$ cat src/rtl/alu_issue_queue.sv
// Command FIFO in front of the ALU: issues one command at a time, paces issue by the
// command's result latency and pulses done with a sequence tag when the result is due.
module alu_issue_queue #(
  parameter int WIDTH   = 8,
  parameter int DEPTH   = 4,
  parameter int LAT     = 1,
  parameter int LAT_MUL = 2
) (
  input  logic                       CLK,
  input  logic                       RST,
  input  logic                       flush,
  input  logic                       s_valid,
  output logic                       s_ready,
  input  logic [WIDTH-1:0]           s_opa,
  input  logic [WIDTH-1:0]           s_opb,
  input  logic [3:0]                 s_cmd,
  input  logic                       s_mode,
  input  logic                       s_cin,
  input  logic [1:0]                 s_inp_valid,
  output logic [WIDTH-1:0]           OPA,
  output logic [WIDTH-1:0]           OPB,
  output logic [3:0]                 CMD,
  output logic                       MODE,
  output logic                       CIN,
  output logic [1:0]                 INP_VALID,
  output logic                       CE,
  output logic                       done,
  output logic [3:0]                 done_tag,
  output logic [$clog2(DEPTH):0]     level,
  output logic [1:0]                 fsm_state
);

  localparam int AW   = $clog2(DEPTH);
  localparam int LW   = AW + 1;
  localparam int EW   = 2 * WIDTH + 8;
  localparam int LMAX = (LAT_MUL > LAT) ? LAT_MUL : LAT;
  localparam int CW   = $clog2(LMAX + 1);

  localparam logic [1:0] IDLE  = 2'd0;
  localparam logic [1:0] ISSUE = 2'd1;
  localparam logic [1:0] WAIT  = 2'd2;

  // Handshake: a command is taken at a rising edge when s_valid && s_ready;
  // s_ready depends only on occupancy (and reset), never on a same-cycle pop.
  logic [EW-1:0]    mem [DEPTH];
  logic [AW-1:0]    wr_ptr;
  logic [AW-1:0]    rd_ptr;
  logic [1:0]       state;
  logic [CW-1:0]    wcnt;
  logic [3:0]       tag_cnt;
  logic [3:0]       issue_tag;
  logic [1:0]       iv_q;
  logic             push;
  logic             start;
  logic             wait_last;
  logic             is_mul;
  logic [WIDTH-1:0] h_opa;
  logic [WIDTH-1:0] h_opb;
  logic [3:0]       h_cmd;
  logic             h_mode;
  logic             h_cin;
  logic [1:0]       h_iv;

  assign {h_opa, h_opb, h_cmd, h_mode, h_cin, h_iv} = mem[rd_ptr];

  assign s_ready   = RST && (level < LW'(DEPTH));
  assign push      = s_valid && s_ready && !flush;
  assign wait_last = (state == WAIT) && (wcnt == CW'(1));
  // A new command launches from IDLE, or on the edge that ends the previous wait.
  assign start     = !flush && (level != '0) && ((state == IDLE) || wait_last);
  assign is_mul    = MODE && ((CMD == 4'd9) || (CMD == 4'd10));

  assign CE        = (state != IDLE);
  assign INP_VALID = (state == ISSUE) ? iv_q : 2'b00;
  assign fsm_state = state;

  always_ff @(posedge CLK) begin
    if (push) mem[wr_ptr] <= {s_opa, s_opb, s_cmd, s_mode, s_cin, s_inp_valid};
  end

  always_ff @(posedge CLK) begin
    if (!RST) begin
      state     <= IDLE;
      wcnt      <= '0;
      level     <= '0;
      wr_ptr    <= '0;
      rd_ptr    <= '0;
      tag_cnt   <= '0;
      issue_tag <= '0;
      done      <= 1'b0;
      done_tag  <= '0;
      OPA       <= '0;
      OPB       <= '0;
      CMD       <= '0;
      MODE      <= 1'b0;
      CIN       <= 1'b0;
      iv_q      <= '0;
    end else begin
      done <= 1'b0;
      if (flush) begin
        level  <= '0;
        wr_ptr <= '0;
        rd_ptr <= '0;
        state  <= IDLE;
      end else begin
        if (push)  wr_ptr <= wr_ptr + 1'b1;
        if (start) rd_ptr <= rd_ptr + 1'b1;
        level <= level + LW'(push) - LW'(start);

        case (state)
          IDLE: begin
            if (start) state <= ISSUE;
          end
          ISSUE: begin
            state <= WAIT;
            wcnt  <= is_mul ? CW'(LAT_MUL) : CW'(LAT);
          end
          WAIT: begin
            wcnt <= wcnt - 1'b1;
            if (wait_last) begin
              done     <= 1'b1;
              done_tag <= issue_tag;
              state    <= start ? ISSUE : IDLE;
            end
          end
          default: state <= IDLE;
        endcase

        if (start) begin
          OPA       <= h_opa;
          OPB       <= h_opb;
          CMD       <= h_cmd;
          MODE      <= h_mode;
          CIN       <= h_cin;
          iv_q      <= h_iv;
          issue_tag <= tag_cnt;
          tag_cnt   <= tag_cnt + 1'b1;
        end
      end
    end
  end

endmodule

$ cat config.mk
export PLATFORM = sky130hd
export DESIGN_NAME = alu_issue_queue
export DESIGN_NICKNAME = d
export VERILOG_FILES = /design/src/rtl/alu_issue_queue.sv
export SDC_FILE = /design/constraint.sdc
export NUM_CORES = 1
export LEC_CHECK = 0
export BUFFER_PORTS_ARGS = -buffer_cell sky130_fd_sc_hd__buf_2
export CORE_MARGIN = 4
export CORE_UTILIZATION = 38
export CTS_BUF_LIST = sky130_fd_sc_hd__clkbuf_16
export CTS_CLUSTER_DIAMETER = 80
export CTS_CLUSTER_SIZE = 16
export DETAILED_ROUTE_END_ITERATION = 8
export GPL_TIMING_DRIVEN = 0
export SKIP_CTS_REPAIR_TIMING = 1
export SYNTH_ARGS = -nofsm -noshare
export SYNTH_HDL_FRONTEND = slang
export SYNTH_SLANG_ARGS = --single-unit
$ cat constraint.sdc
create_clock -name CLK -period 2.49 [get_ports CLK]
set_input_delay 0.1245 -clock CLK [delete_from_list [all_inputs] [get_ports CLK]]
set_output_delay 0.1245 -clock CLK [all_outputs]
set_load 0.01 [all_outputs]
==> Word-level counts from Yosys, hierarchy flattened <==
Memories as Yosys holds them, arrays and structs flattened. A register that Yosys moved wholly into a read port is not among the register bits.
Cells that the tools add are included.
{ "totals": {"reg_bits": 24, "ram_bits": 96, "in_bits": 28, "output_inout_bits": 36, "word_cells": 58, "memories": 1} }
{ "classes": {"add_sub_neg": 6, "n_lt_le_gt_ge": 1, "eq_ne": 7, "mux": 10, "bitwise": 3, "n_reduce_logical": 21} }
{ "memory_table": {"columns": ["name", "depth", "word_bits", "rd", "rd_ports_with_merged_regs", "wr", "line", "rtl"], "rows": [
  ["mem", 4, 24, 1, 1, 1, "45", "logic [EW-1:0] mem [DEPTH];"]
]} }
{ "ops": {"columns": ["operator", "n"], "rows": [
  ["equality test 4 bit, second input constant", 2],
  ["two-way mux 2 bit", 4],
  ["logical AND 1 bit", 7],
  ["one-hot mux 2 bit (3 select lines)", 1],
  ["AND reduction 2 bit", 3],
  ["adder 2 x 1 -> 2 bit, second input constant", 2],
  ["adder 4 x 1 -> 4 bit, second input constant", 1],
  ["equality test 2 x 1 -> 1 bit, second input constant", 2],
  ["two-way mux 1 bit", 4],
  ["inequality test 2 bit, second input constant", 2],
  ["one-hot mux 2 bit (2 select lines)", 1],
  ["nonzero test 2 bit", 2],
  ["adder 3 x 1 -> 3 bit", 1],
  ["less-than comparator 3 bit, second input constant", 1],
  ["inverter 1 bit", 3],
  ["AND reduction 3 bit", 1],
  ["nonzero test 3 bit", 1],
  ["OR reduction 3 bit", 1],
  ["subtractor 3 x 1 -> 3 bit", 1],
  ["equality test 2 bit, second input constant", 1],
  ["logical NOT 1 bit", 2],
  ["logical NOT 2 bit", 1],
  ["logical OR 1 bit", 2],
  ["OR reduction 2 bit", 1],
  ["subtractor 2 x 1 -> 2 bit, second input constant", 1]
]} }

==> Longest topological paths before layout <==
{ "depth": {"ltp_word": 7, "ltp_mapped": 15, "ltp_nobuf": 13} }

==> Worst setup path before layout <==
Ideal clock, no wire load.
{ "synth_timing": {"kind": "register -> register", "start": "reg state[0], in the netlist fsm_state[0]", "end": "reg level[2]", "setup_ps": 124, "t_arrival_ps": 2593, "required_ps": 2366, "path_slack_ps": -227, "stages_incl_launch_ff": 16, "n_path_buf": 2, "period_less_slack_ps": 2717, "path_cell_list": "dfxtp_1 > inv_1 > ha_1 > a21oi_1 > or3_1 > buf_2 > inv_2 > buf_4 > ha_1 > inv_1 > ha_1 > inv_1 > fa_1 > xor2_1 > xnor2_1 > nor2_1"} }
{ "synth_via": {"elab_chain_cells": 5, "elab_cells_between_ends": 6, "cone_classes": "add/sub: 1; eq/ne: 1; reduce/logical: 4"} }
{ "synth_lines": {"columns": ["element", "line", "rtl"], "rows": [
  ["start, declared", "48", "logic [1:0] state;"],
  ["start signal, assigned", "123", "state <= start ? ISSUE : IDLE;"],
  ["equality test 2 bit", "68", "assign wait_last = (state == WAIT) && (wcnt == CW'(1));"],
  ["logical AND 1 bit", "68", null],
  ["logical OR 1 bit *", "70", "assign start = !flush && (level != '0) && ((state == IDLE) || wait_last);"],
  ["logical AND 1 bit *", "70", null],
  ["subtractor 3 x 1 -> 3 bit *", "108", "level <= level + LW'(push) - LW'(start);"],
  ["end signal, assigned", "108", null],
  ["end, declared", "29", "output logic [$clog2(DEPTH):0] level,"]
]} }
Every way passes the cells marked *; elsewhere a longest branch is shown, timed or not.
A chain may end at the register's enable or synchronous reset.

==> Final worst setup path <==
Ends and elaborated chain as after synthesis.

==> results.toml <==
[hold_path]
hold_path.startpoint = "flush"
hold_end = "wcnt[1]$_SDFFE_PN0P_"
hold_path.class = "input pin to flop"
worst_hold_path.num_cells = 3

[layout]
layout-drive-gt1-share = 0.304
fill_cells = 1195
area_delta_synth_final_pct = 28.1
nNetsFinal = 526
final_area_um2 = 7010
multiInputGateArea_um2 = 1560
regArea_um2 = 3850
antenna_cells = 0

[worst_setup_path]
timing.rr.end = "level[2]$_SDFF_PP0_"
critPathKind = "flop to flop"
rr_startpoint = "fsm_state[0]$_SDFFE_PP0P_"
critical_path.most_common_cell = "ha_4"
ff2ff_path_depth = 14
critPathMaxFanout = 6
timing.critical_path.cells = "inv_4, ha_4, a21oi_2, or3_4, buf_6, clkinv_8, ha_4, inv_2, ha_4, inv_2, fa_2, xor2_1, xnor2_1, nor2_1"
required_ns = 2.77
rrSetupSlack_ns = 0.06
cp-start-kind = "flop"
cp.arrival_ns = 2.71
endpoint_kind = "flop"
cp_slowest_stage_delay_ns = 0.38
cp_slowest_cell = "or3_4"

[sta]
period_needed_ns = 2.43
fin_crit_sh = 0.977
rsz0062_at_grt = "yes"
max_slew_margin = 0.0896
finalMaxSlewViolations = 0
finClkSkew_ns = 0.00844
tightest_slew_ns = 1.37
fmax_mhz = 411
finalHoldViolations = 0
setup_violations = 0

[floorplanning]
start_util = 0.391
die_area_um2 = 16400
io_pins = 64
chipHeight_um = 128
row_count = 43
core-area_um2 = 14000
dieWidth_um = 128

[clocking]
clkTransAtPathRegs_ns = 0.06
cts_buffers = 17
cts_sinks = 144
clk_latency_ns = 0.41
cts_tree = "done"
clockBufferDepth = 2
htreeDepth = 4
cts_root_buffer = "clkbuf_16"

[logic_synthesis]
ys_warn_count = 0
yosysTopAreaCell = "edfxtp_1"
synth_seq_cells = 144
synth_edf_count = 96
synthArstFlopShare = 0
yosysSeqAreaShare = 0.703
mappedNetlistArea_um2 = 5470
ys_types = 31
syn_inst = 367
synth_top_area_frac = 0.527
synthTopCellsByArea = "edfxtp_1 53%, dfxtp_1 18%, mux4_2 9.9%"
ys.flop_type = "edfxtp_1"
synth.net_count = 409
avgSynthCellArea_um2 = 14.9

[power_and_ir_drop]
cellPowerDensity_nw_per_um2 = 760
power_mw = 5.32
power_leakage_nw = 2.58
peakVddDrop_mv = 0.478

[detailed_routing]
antenna_left = 0
viasPerCell = 4.82
firstDrtPassIters = 4
num_vias = 3264
totalWireLength_um = 11300
wl_per_cell_um = 16.7
drc_errors = 0
drt_iter0_drc = 154

[place]
port_buffers = 63
place_congestion = 0.753
hpwl_um = 7140
placed_area_um2 = 6060

[global_route]
grt_pass1_vias = 3260
grt_pass1_wl_um = 17700
antenna_found_initial = 0
grt_max_degree = 25
grt_overflow = 0
track_usage = 0.144

[job]
max_cap_violations = 0

[status]
status = "finished clean"
==> metrics by stage <==
stage	TNS (ns)	hold WS, ns	instances	worst slack [ns]	util
3_3_place_gp	-6.17	0.337	610	-0.180	0.433
5_1_grt	-0.0620	0.154	677	-0.0620	0.501
4_1_cts	-0.311	-0.0822	642	-0.221	0.475
2_1_floorplan	-0.00112	0.223	367	-0.00112	-
6_report	0	0.130	677	0.0584	0.501
3_5_place_dp	-6.70	0.342	610	-0.209	0.433
==> state kept, by name, indices dropped and copies added (netlist names) <==
name       count
wr_ptr         2
issue_tag      4
fsm_state      2
done_tag       4
level          3
CIN            1
OPA            8
tag_cnt        4
iv_q           2
rd_ptr         2
CMD            4
done           1
OPB            8
wcnt           2
mem           96
MODE           1
==> per-layer routing <==
| layer | vias up | share of wire | GRT usage |
|---|---|---|---|
| li1 | 1569 | - | - |
| met5 | - | 0 | 0 |
| met4 | 0 | 0.019 | 0.0543 |
| met1 | 1609 | 0.44 | 0.177 |
| met3 | 16 | 0.035 | 0.0325 |
| met2 | 70 | 0.51 | 0.247 |
==> worst max-delay path: cells and delay by family, from the launching register on <==
kind | cells | cell delay, ns
AO/OA/AOI/OAI | 1 | 0.06
XOR/XNOR | 2 | 0.29
adder cells (fa/ha/maj) | 4 | 0.79
buffers and inverters | 5 | 0.36
flip-flops | 1 | 0.36
AND/OR/NAND/NOR | 2 | 0.43
==> cells in the mapped netlist, types with 5 or more instances <==
master    instances
inv_1             9
clkbuf_1         11
mux2i_1           5
ha_1             13
nand2_1          60
o21ai_0           6
mux4_2           24
nand3_1           5
xnor2_1           5
nor2_1           17
dfxtp_1          48
edfxtp_1         96
a21oi_1          31
==> cell type report <==
type / count / share of cell area
plain buffers: 18 / 0.0129
clock buffers: 17 / 0.0607
clock inverters: 15 / 0.0220
inverters: 11 / 0.00839
multi-input cells: 193 / 0.222
flip-flops and latches: 144 / 0.550
well taps: 180 / 0.0321
repair buffers: 99 / 0.0921
==> how the worst max path moves through the flow <==
stage,from,endpoint,cells after the start
6_report,fsm_state[0]$_SDFFE_PP0P_,level[2]$_SDFF_PP0_,14
2_1_floorplan,fsm_state[0]$_SDFFE_PP0P_,level[2]$_SDFF_PP0_,15
3_3_place_gp,fsm_state[0]$_SDFFE_PP0P_,level[2]$_SDFF_PP0_,15
3_5_place_dp,fsm_state[0]$_SDFFE_PP0P_,level[2]$_SDFF_PP0_,15
4_1_cts,fsm_state[0]$_SDFFE_PP0P_,level[2]$_SDFF_PP0_,15
5_1_grt,wcnt[1]$_SDFFE_PN0P_,level[2]$_SDFF_PP0_,14
==> logic make-up after synthesis <==
group | synth area share
AO/OA/AOI/OAI | 0.0366
XOR/XNOR | 0.0112
adder cells (fa/ha/maj) | 0.0334
buffers and inverters | 0.0242
flip-flops | 0.703
multiplexers | 0.108
AND/OR/NAND/NOR | 0.0839
==> cell usage in the layout (no fill, tap or decap), drive strengths merged, types with 4 or more instances in the layout <==
master and instances:
mux2i 5, nand3 5, clkinv 10, and2 4
nand2 60, a21oi 31, dfxtp 48, xnor2 5
ha 13, inv 12, buf 82, nor2 17
dlygate4sd3 24, and3 4, o21ai 6, edfxtp 96
mux4 24, clkbuf 28
==> report_power, final <==
part           switching [mW]  total (mW)  leakage, nW  internal, mW
sequential             0.0193        2.60         1.26          2.59
clock                   0.914        2.46        0.295          1.55
combinational           0.136       0.257         1.03         0.121
Note: power is estimated with default switching activity, not from simulation.
